===== src/rtl/add_scheduler_if.sv =====
// Bundle of the requester, adder and response handshakes around add_scheduler.
// master = scheduler side, slave = clients/adder/response-consumer side.
interface add_scheduler_if #(
  parameter int NUM_REQ = 4,
  parameter int DATA_W  = 8,
  parameter int ID_W    = $clog2(NUM_REQ)
);
  logic [NUM_REQ-1:0]        req_valid;
  logic [NUM_REQ-1:0]        req_ready;
  logic [NUM_REQ*DATA_W-1:0] req_a;
  logic [NUM_REQ*DATA_W-1:0] req_b;

  logic [DATA_W-1:0]         add_a_data;
  logic [DATA_W-1:0]         add_b_data;
  logic                      add_a_valid;
  logic                      add_b_valid;
  logic                      add_a_ready;
  logic                      add_b_ready;
  logic [DATA_W:0]           add_o_data;
  logic                      add_o_valid;
  logic                      add_o_ready;

  logic                      rsp_valid;
  logic                      rsp_ready;
  logic [ID_W-1:0]           rsp_id;
  logic [DATA_W:0]           rsp_data;

  modport master (
    input  req_valid, req_a, req_b,
    input  add_a_ready, add_b_ready, add_o_data, add_o_valid,
    input  rsp_ready,
    output req_ready,
    output add_a_data, add_b_data, add_a_valid, add_b_valid, add_o_ready,
    output rsp_valid, rsp_id, rsp_data
  );

  modport slave (
    output req_valid, req_a, req_b,
    output add_a_ready, add_b_ready, add_o_data, add_o_valid,
    output rsp_ready,
    input  req_ready,
    input  add_a_data, add_b_data, add_a_valid, add_b_valid, add_o_ready,
    input  rsp_valid, rsp_id, rsp_data
  );
endinterface


===== src/rtl/add_scheduler.sv =====
// Round-robin scheduler sharing one registered adder among NUM_REQ requesters;
// one operation in flight, result returned tagged with the requester ID.
module add_scheduler #(
  parameter int NUM_REQ = 4,
  parameter int DATA_W  = 8,
  parameter int ID_W    = $clog2(NUM_REQ),
  parameter int CNT_W   = 16
) (
  input  logic             clk,
  input  logic             rst_n,
  add_scheduler_if.master  bus,
  output logic             busy,
  output logic [CNT_W-1:0] op_count,
  output logic             err_unexp,
  output logic [1:0]       dbg_state_o
);
  // Handshakes: a transfer happens on a rising edge where valid and ready are
  // both high; valid never waits on ready, and payload is held while valid is
  // high without ready.
  typedef enum logic [1:0] {
    IDLE  = 2'd0,
    ISSUE = 2'd1,
    WAIT  = 2'd2,
    RESP  = 2'd3
  } state_e;

  state_e            state_q, state_d;
  logic [ID_W-1:0]   rr_ptr_q, rr_ptr_d;
  logic [ID_W-1:0]   id_q, id_d;
  logic [DATA_W-1:0] a_q, a_d;
  logic [DATA_W-1:0] b_q, b_d;
  logic [DATA_W:0]   rsp_data_q, rsp_data_d;
  logic [CNT_W-1:0]  cnt_q, cnt_d;
  logic              err_q, err_d;

  logic              any_valid;
  logic [ID_W-1:0]   sel;
  logic [ID_W-1:0]   sel_next;
  logic [DATA_W-1:0] a_sel;
  logic [DATA_W-1:0] b_sel;
  logic [NUM_REQ-1:0] grant;
  logic              issue_a_valid;
  logic              issue_b_valid;
  logic              issue_o_ready;
  logic              rsp_valid_c;

  // Search starts at rr_ptr and wraps modulo NUM_REQ (not necessarily a power of 2).
  always_comb begin
    int idx;
    logic [ID_W-1:0] idx_w;
    any_valid = 1'b0;
    sel       = rr_ptr_q;
    idx       = 0;
    idx_w     = '0;
    for (int k = 0; k < NUM_REQ; k++) begin
      idx = int'(rr_ptr_q) + k;
      if (idx >= NUM_REQ) begin
        idx = idx - NUM_REQ;
      end
      idx_w = ID_W'(idx);
      if (!any_valid && bus.req_valid[idx_w]) begin
        any_valid = 1'b1;
        sel       = idx_w;
      end
    end
  end

  always_comb begin
    a_sel = '0;
    b_sel = '0;
    for (int i = 0; i < NUM_REQ; i++) begin
      if (ID_W'(i) == sel) begin
        a_sel = bus.req_a[i*DATA_W +: DATA_W];
        b_sel = bus.req_b[i*DATA_W +: DATA_W];
      end
    end
  end

  assign sel_next = (int'(sel) == NUM_REQ - 1) ? '0 : sel + 1'b1;

  always_comb begin
    state_d       = state_q;
    rr_ptr_d      = rr_ptr_q;
    id_d          = id_q;
    a_d           = a_q;
    b_d           = b_q;
    rsp_data_d    = rsp_data_q;
    cnt_d         = cnt_q;
    // A result pulse anywhere but WAIT is a protocol error of the adder.
    err_d         = err_q | (bus.add_o_valid && (state_q != WAIT));
    grant         = '0;
    issue_a_valid = 1'b0;
    issue_b_valid = 1'b0;
    issue_o_ready = 1'b0;
    rsp_valid_c   = 1'b0;
    case (state_q)
      IDLE: begin
        if (any_valid) begin
          grant    = NUM_REQ'(1) << sel;
          a_d      = a_sel;
          b_d      = b_sel;
          id_d     = sel;
          rr_ptr_d = sel_next;
          state_d  = ISSUE;
        end
      end
      ISSUE: begin
        issue_a_valid = 1'b1;
        issue_b_valid = 1'b1;
        issue_o_ready = 1'b1;
        // Both operand handshakes must complete together.
        if (bus.add_a_ready && bus.add_b_ready) begin
          state_d = WAIT;
        end
      end
      WAIT: begin
        if (bus.add_o_valid) begin
          rsp_data_d = bus.add_o_data;
          state_d    = RESP;
        end
      end
      RESP: begin
        rsp_valid_c = 1'b1;
        if (bus.rsp_ready) begin
          cnt_d   = cnt_q + 1'b1;
          state_d = IDLE;
        end
      end
      default: state_d = IDLE;
    endcase
  end

  always_ff @(posedge clk or negedge rst_n) begin
    if (!rst_n) begin
      state_q    <= IDLE;
      rr_ptr_q   <= '0;
      id_q       <= '0;
      a_q        <= '0;
      b_q        <= '0;
      rsp_data_q <= '0;
      cnt_q      <= '0;
      err_q      <= 1'b0;
    end else begin
      state_q    <= state_d;
      rr_ptr_q   <= rr_ptr_d;
      id_q       <= id_d;
      a_q        <= a_d;
      b_q        <= b_d;
      rsp_data_q <= rsp_data_d;
      cnt_q      <= cnt_d;
      err_q      <= err_d;
    end
  end

  assign bus.req_ready   = grant;
  assign bus.add_a_data  = a_q;
  assign bus.add_b_data  = b_q;
  assign bus.add_a_valid = issue_a_valid;
  assign bus.add_b_valid = issue_b_valid;
  assign bus.add_o_ready = issue_o_ready;
  assign bus.rsp_valid   = rsp_valid_c;
  assign bus.rsp_id      = id_q;
  assign bus.rsp_data    = rsp_data_q;

  assign busy        = (state_q != IDLE);
  assign op_count    = cnt_q;
  assign err_unexp   = err_q;
  assign dbg_state_o = state_q;
endmodule


===== src/flat_wrapper.sv =====
// flat-port wrapper written by rule: the top's interface ports become plain ports
module add_scheduler_flat 
#(
  parameter int NUM_REQ = 4,
  parameter int DATA_W  = 8,
  parameter int ID_W    = $clog2(NUM_REQ),
  parameter int CNT_W   = 16
)
  (clk, rst_n, busy, op_count, err_unexp, dbg_state_o, bus_req_valid, bus_req_a, bus_req_b, bus_add_a_ready, bus_add_b_ready, bus_add_o_data, bus_add_o_valid, bus_rsp_ready, bus_req_ready, bus_add_a_data, bus_add_b_data, bus_add_a_valid, bus_add_b_valid, bus_add_o_ready, bus_rsp_valid, bus_rsp_id, bus_rsp_data);
  add_scheduler_if #(.NUM_REQ(NUM_REQ), .DATA_W(DATA_W), .ID_W(ID_W)) bus_i ();
  input  logic clk;
  input  logic rst_n;
  output logic busy;
  output logic [CNT_W-1:0] op_count;
  output logic err_unexp;
  output logic [1:0] dbg_state_o;
  input wire logic [$bits(bus_i.req_valid)-1:0] bus_req_valid;
  input wire logic [$bits(bus_i.req_a)-1:0] bus_req_a;
  input wire logic [$bits(bus_i.req_b)-1:0] bus_req_b;
  input wire logic [$bits(bus_i.add_a_ready)-1:0] bus_add_a_ready;
  input wire logic [$bits(bus_i.add_b_ready)-1:0] bus_add_b_ready;
  input wire logic [$bits(bus_i.add_o_data)-1:0] bus_add_o_data;
  input wire logic [$bits(bus_i.add_o_valid)-1:0] bus_add_o_valid;
  input wire logic [$bits(bus_i.rsp_ready)-1:0] bus_rsp_ready;
  output wire logic [$bits(bus_i.req_ready)-1:0] bus_req_ready;
  output wire logic [$bits(bus_i.add_a_data)-1:0] bus_add_a_data;
  output wire logic [$bits(bus_i.add_b_data)-1:0] bus_add_b_data;
  output wire logic [$bits(bus_i.add_a_valid)-1:0] bus_add_a_valid;
  output wire logic [$bits(bus_i.add_b_valid)-1:0] bus_add_b_valid;
  output wire logic [$bits(bus_i.add_o_ready)-1:0] bus_add_o_ready;
  output wire logic [$bits(bus_i.rsp_valid)-1:0] bus_rsp_valid;
  output wire logic [$bits(bus_i.rsp_id)-1:0] bus_rsp_id;
  output wire logic [$bits(bus_i.rsp_data)-1:0] bus_rsp_data;
  assign bus_i.req_valid = bus_req_valid;
  assign bus_i.req_a = bus_req_a;
  assign bus_i.req_b = bus_req_b;
  assign bus_i.add_a_ready = bus_add_a_ready;
  assign bus_i.add_b_ready = bus_add_b_ready;
  assign bus_i.add_o_data = bus_add_o_data;
  assign bus_i.add_o_valid = bus_add_o_valid;
  assign bus_i.rsp_ready = bus_rsp_ready;
  assign bus_req_ready = bus_i.req_ready;
  assign bus_add_a_data = bus_i.add_a_data;
  assign bus_add_b_data = bus_i.add_b_data;
  assign bus_add_a_valid = bus_i.add_a_valid;
  assign bus_add_b_valid = bus_i.add_b_valid;
  assign bus_add_o_ready = bus_i.add_o_ready;
  assign bus_rsp_valid = bus_i.rsp_valid;
  assign bus_rsp_id = bus_i.rsp_id;
  assign bus_rsp_data = bus_i.rsp_data;
  add_scheduler #(.NUM_REQ(NUM_REQ), .DATA_W(DATA_W), .ID_W(ID_W), .CNT_W(CNT_W)) u_core (.clk(clk), .rst_n(rst_n), .bus(bus_i), .busy(busy), .op_count(op_count), .err_unexp(err_unexp), .dbg_state_o(dbg_state_o));
endmodule

===== config.mk =====
export PLATFORM = sky130hd
export DESIGN_NAME = add_scheduler_flat
export DESIGN_NICKNAME = d
export VERILOG_FILES = /design/src/rtl/add_scheduler_if.sv /design/src/rtl/add_scheduler.sv /design/src/flat_wrapper.sv
export SDC_FILE = /design/constraint.sdc
export NUM_CORES = 1
export LEC_CHECK = 0
export ABC_AREA = 1
export BUFFER_PORTS_ARGS = -buffer_cell sky130_fd_sc_hd__buf_2
export CAP_MARGIN = 15
export CORE_ASPECT_RATIO = 1.2
export CORE_MARGIN = 3
export CORE_UTILIZATION = 35
export CTS_CLUSTER_SIZE = 20
export DETAILED_ROUTE_END_ITERATION = 12
export GPL_TIMING_DRIVEN = 0
export SLEW_MARGIN = 20
export SYNTH_ARGS = -nofsm -noshare
export SYNTH_HDL_FRONTEND = slang
export SYNTH_SLANG_ARGS = --single-unit

===== constraint.sdc =====
create_clock -name clk -period 3.3 [get_ports clk]
set_input_delay 0.66 -clock clk [delete_from_list [all_inputs] [get_ports clk]]
set_output_delay 0.66 -clock clk [all_outputs]
set_load 0.05 [all_outputs]

==> flow_summary.toml <==
[worst_setup_path]
path_max_fanout = 18
cp.required_ns = 2.64
endpoint_kind = "output pin"
cp-start-kind = "flip-flop"
crit_arrival_ns = 2.44
reg2reg_to = "u_core.bus.add_b_data[3]"
critPathTopFamily = "buffers and inverters"
criticalPathCategory = "flip-flop to output pin"
worst_path_max_delay_cell = "dfrtp_1"
reg2reg_depth = 21
r2r_start = "u_core.rr_ptr_q[0]"
path_buf_inv = 5
r2r_setup_slack_ns = 0.42
slowest_delay_ns = 0.40
path_cells = "buf_4 -> nand2_1 -> nand2_2 -> o21ai_2 -> nand4_1 -> nand2_1 -> nand2_2 -> inv_1 -> ha_1 -> buf_6 -> inv_1 -> nor2_1 -> buf_4"

[finish]
layout_common_cells = "165 x nand2_1, 133 x buf_2, 47 x dfrtp_1, 34 x o21ai_0, 26 x inv_1"
finalNetCount = 623
antennaDiodeCount = 0
drive_gt1_share_pct = 35.7
finalNonFillerCells = 624
final_common_cell = "nand2_1"
area_delta_synth_final_pct = 34.7

[clock_network]
htreeDepth = 2
cts_buffers = 5
numClockSinks = 48
path_clk_slew_ns = 0.09
clk_latency_ns = 0.29
cts_tree = "built"
cts_root_buffer = "clkbuf_8"
clockBufferDepth = 2
ctsHoldBuffers = 0

[routing]
wl_per_cell_um = 11.8
dr_total_vias = 2871
drc = 0
drt_first_pass_iters = 4
viasPerCell = 4.60
initialDrtViolationCount = 73
ant_nets = 0
wl_um = 7340

[synthesis]
netlist_area_mm2 = 0.00286
syn-num-nets = 479
synthCells = 387
synthTopCellsByArea = "dfrtp_1 42%, nand2_1 22%, o21ai_0 5.9%"
synthDistinctLibCells = 26
yosysTopAreaCell = "dfrtp_1"
avgSynthCellArea_um2 = 7.40
yosysSeqAreaShare_pct = 42.0
yosys.area.top_type_share_pct = 42.0
ys_ff_latch = 48
synth_warnings = 0

[timing]
slew_headroom_pct = 60.4
fin_skew_ns = 0.00604
rsz0062_at_grt = "yes"
tightest_slew_ns = 0.594
fin_crit_sh_pct = 93.9
setup_viol = 0
fmax_ghz = 0.323
fin_ws_ns = 0.200
hold_viol = 0
final_max_slew_viol_count = 0
timing.final.crit_period_ns = 3.10

[run]
drv_cap = 0

[die]
dieArea_mm2 = 0.00931
fp-row-count = 35
initial_core_util_pct = 36.5
die_h_um = 105
io_pins = 138
dieWidth_um = 88.6
fp.coreArea_mm2 = 0.00784

[global_routing]
grt_max_degree = 49
antenna_found_initial = 0
overflow = 0
grt_pass1_vias = 2753
grt_pass1_wl_um = 12000
track_usage_pct = 15.7

[placed_design]
portBuffers = 137
pre_cts_slack_ns = -0.233
dpl.cell_count = 616
gp_congestion = 0.826
hpwl_um = 6000

[status]
status = "complete, no violations"

[hold_path]
hold_path_class = "input port to asynchronous set/reset pin"
state kept, by name, summed over array words and instances (netlist names):
signal	cells
u_core.bus.add_b_data	8
u_core.rr_ptr_q	2
u_core.err_unexp	1
u_core.dbg_state_o	2
u_core.bus.rsp_id	2
u_core.bus.add_a_data	8
u_core.bus.rsp_data	9
u_core.op_count	16
how the worst max path moves through the flow:
| stage | from | endpoint | depth (start not counted) |
|---|---|---|---|
| finish | u_core.rr_ptr_q[0] | bus_req_ready[1] | 13 |
| global route | u_core.rr_ptr_q[0] | bus_req_ready[1] | 16 |
| CTS | u_core.rr_ptr_q[0] | bus_req_ready[1] | 15 |
| detailed placement | bus_req_valid[3] | bus_req_ready[2] | 16 |
| global placement | bus_req_valid[3] | bus_req_ready[2] | 16 |
| floorplan | bus_req_valid[1] | bus_req_ready[1] | 14 |
cell families after synthesis:
logic type               Yosys count  synth area share, %
AO/OA/AOI/OAI                     56                 10.1
XOR/XNOR                          15                 4.59
adder cells (fa/ha/maj)            9                 3.93
buffers and inverters             47                 7.74
flip-flops                        48                 42.0
multiplexers                       9                 3.54
AND/OR/NAND/NOR                  203                 28.2
repair_timing:
item | in CTS | in global routing
setup endpoints to repair | 3 | 18
resized for setup | 5 | 19
setup buffers | 0 | 3
pin swaps | 0 | 1
final cells by class:
| cell class | instances | area, µm² |
|---|---|---|
| clock inverters | 3 | 42.5 |
| clock buffers | 5 | 68.8 |
| multi-input cells | 292 | 1490 |
| repair buffers | 140 | 722 |
| plain buffers | 13 | 101 |
| well taps | 92 | 115 |
| fillers | 792 | 3980 |
| flip-flops and latches | 48 | 1200 |
| inverters | 31 | 119 |
synthesized netlist by cell type (all sizes together):
| cell type | n |
|---|---|
| nand2 | 171 |
| dfrtp | 48 |
| o21ai | 37 |
| inv | 31 |
| nor2 | 18 |
| a21oi | 17 |
| nand3 | 12 |
| buf | 9 |
| ha | 9 |
| mux2 | 9 |
| xor2 | 8 |
| clkbuf | 7 |
| xnor2 | 7 |
| nand4 | 2 |
| a21o | 1 |
| o22ai | 1 |
per-layer routing:
metal	up-vias	track usage [%]	routed length (µm)
met5	-	0	0
met4	0	2.59	34
met3	4	5.05	707
met2	128	27.4	3440
met1	1249	18.7	3170
li1	1490	-	-
stage by stage:
| step | TNS [ns] | hold slack (ns) | instance area, µm² | utilization, % |
|---|---|---|---|---|
| finish | 0 | 0.369 | 3860 | 49.2 |
| global route | -0.0516 | 0.404 | 3860 | 49.2 |
| CTS | -0.0200 | 0.473 | 3780 | 48.3 |
| detailed placement | -0.335 | 0.454 | 3670 | 46.8 |
| global placement | -0.271 | 0.438 | 3670 | 46.8 |
| floorplan | 0 | 0.364 | 2870 | - |
Power is left out: the tool's default activity adds up to more than one toggle a clock period on the data nets, which glitch-free logic cannot reach.
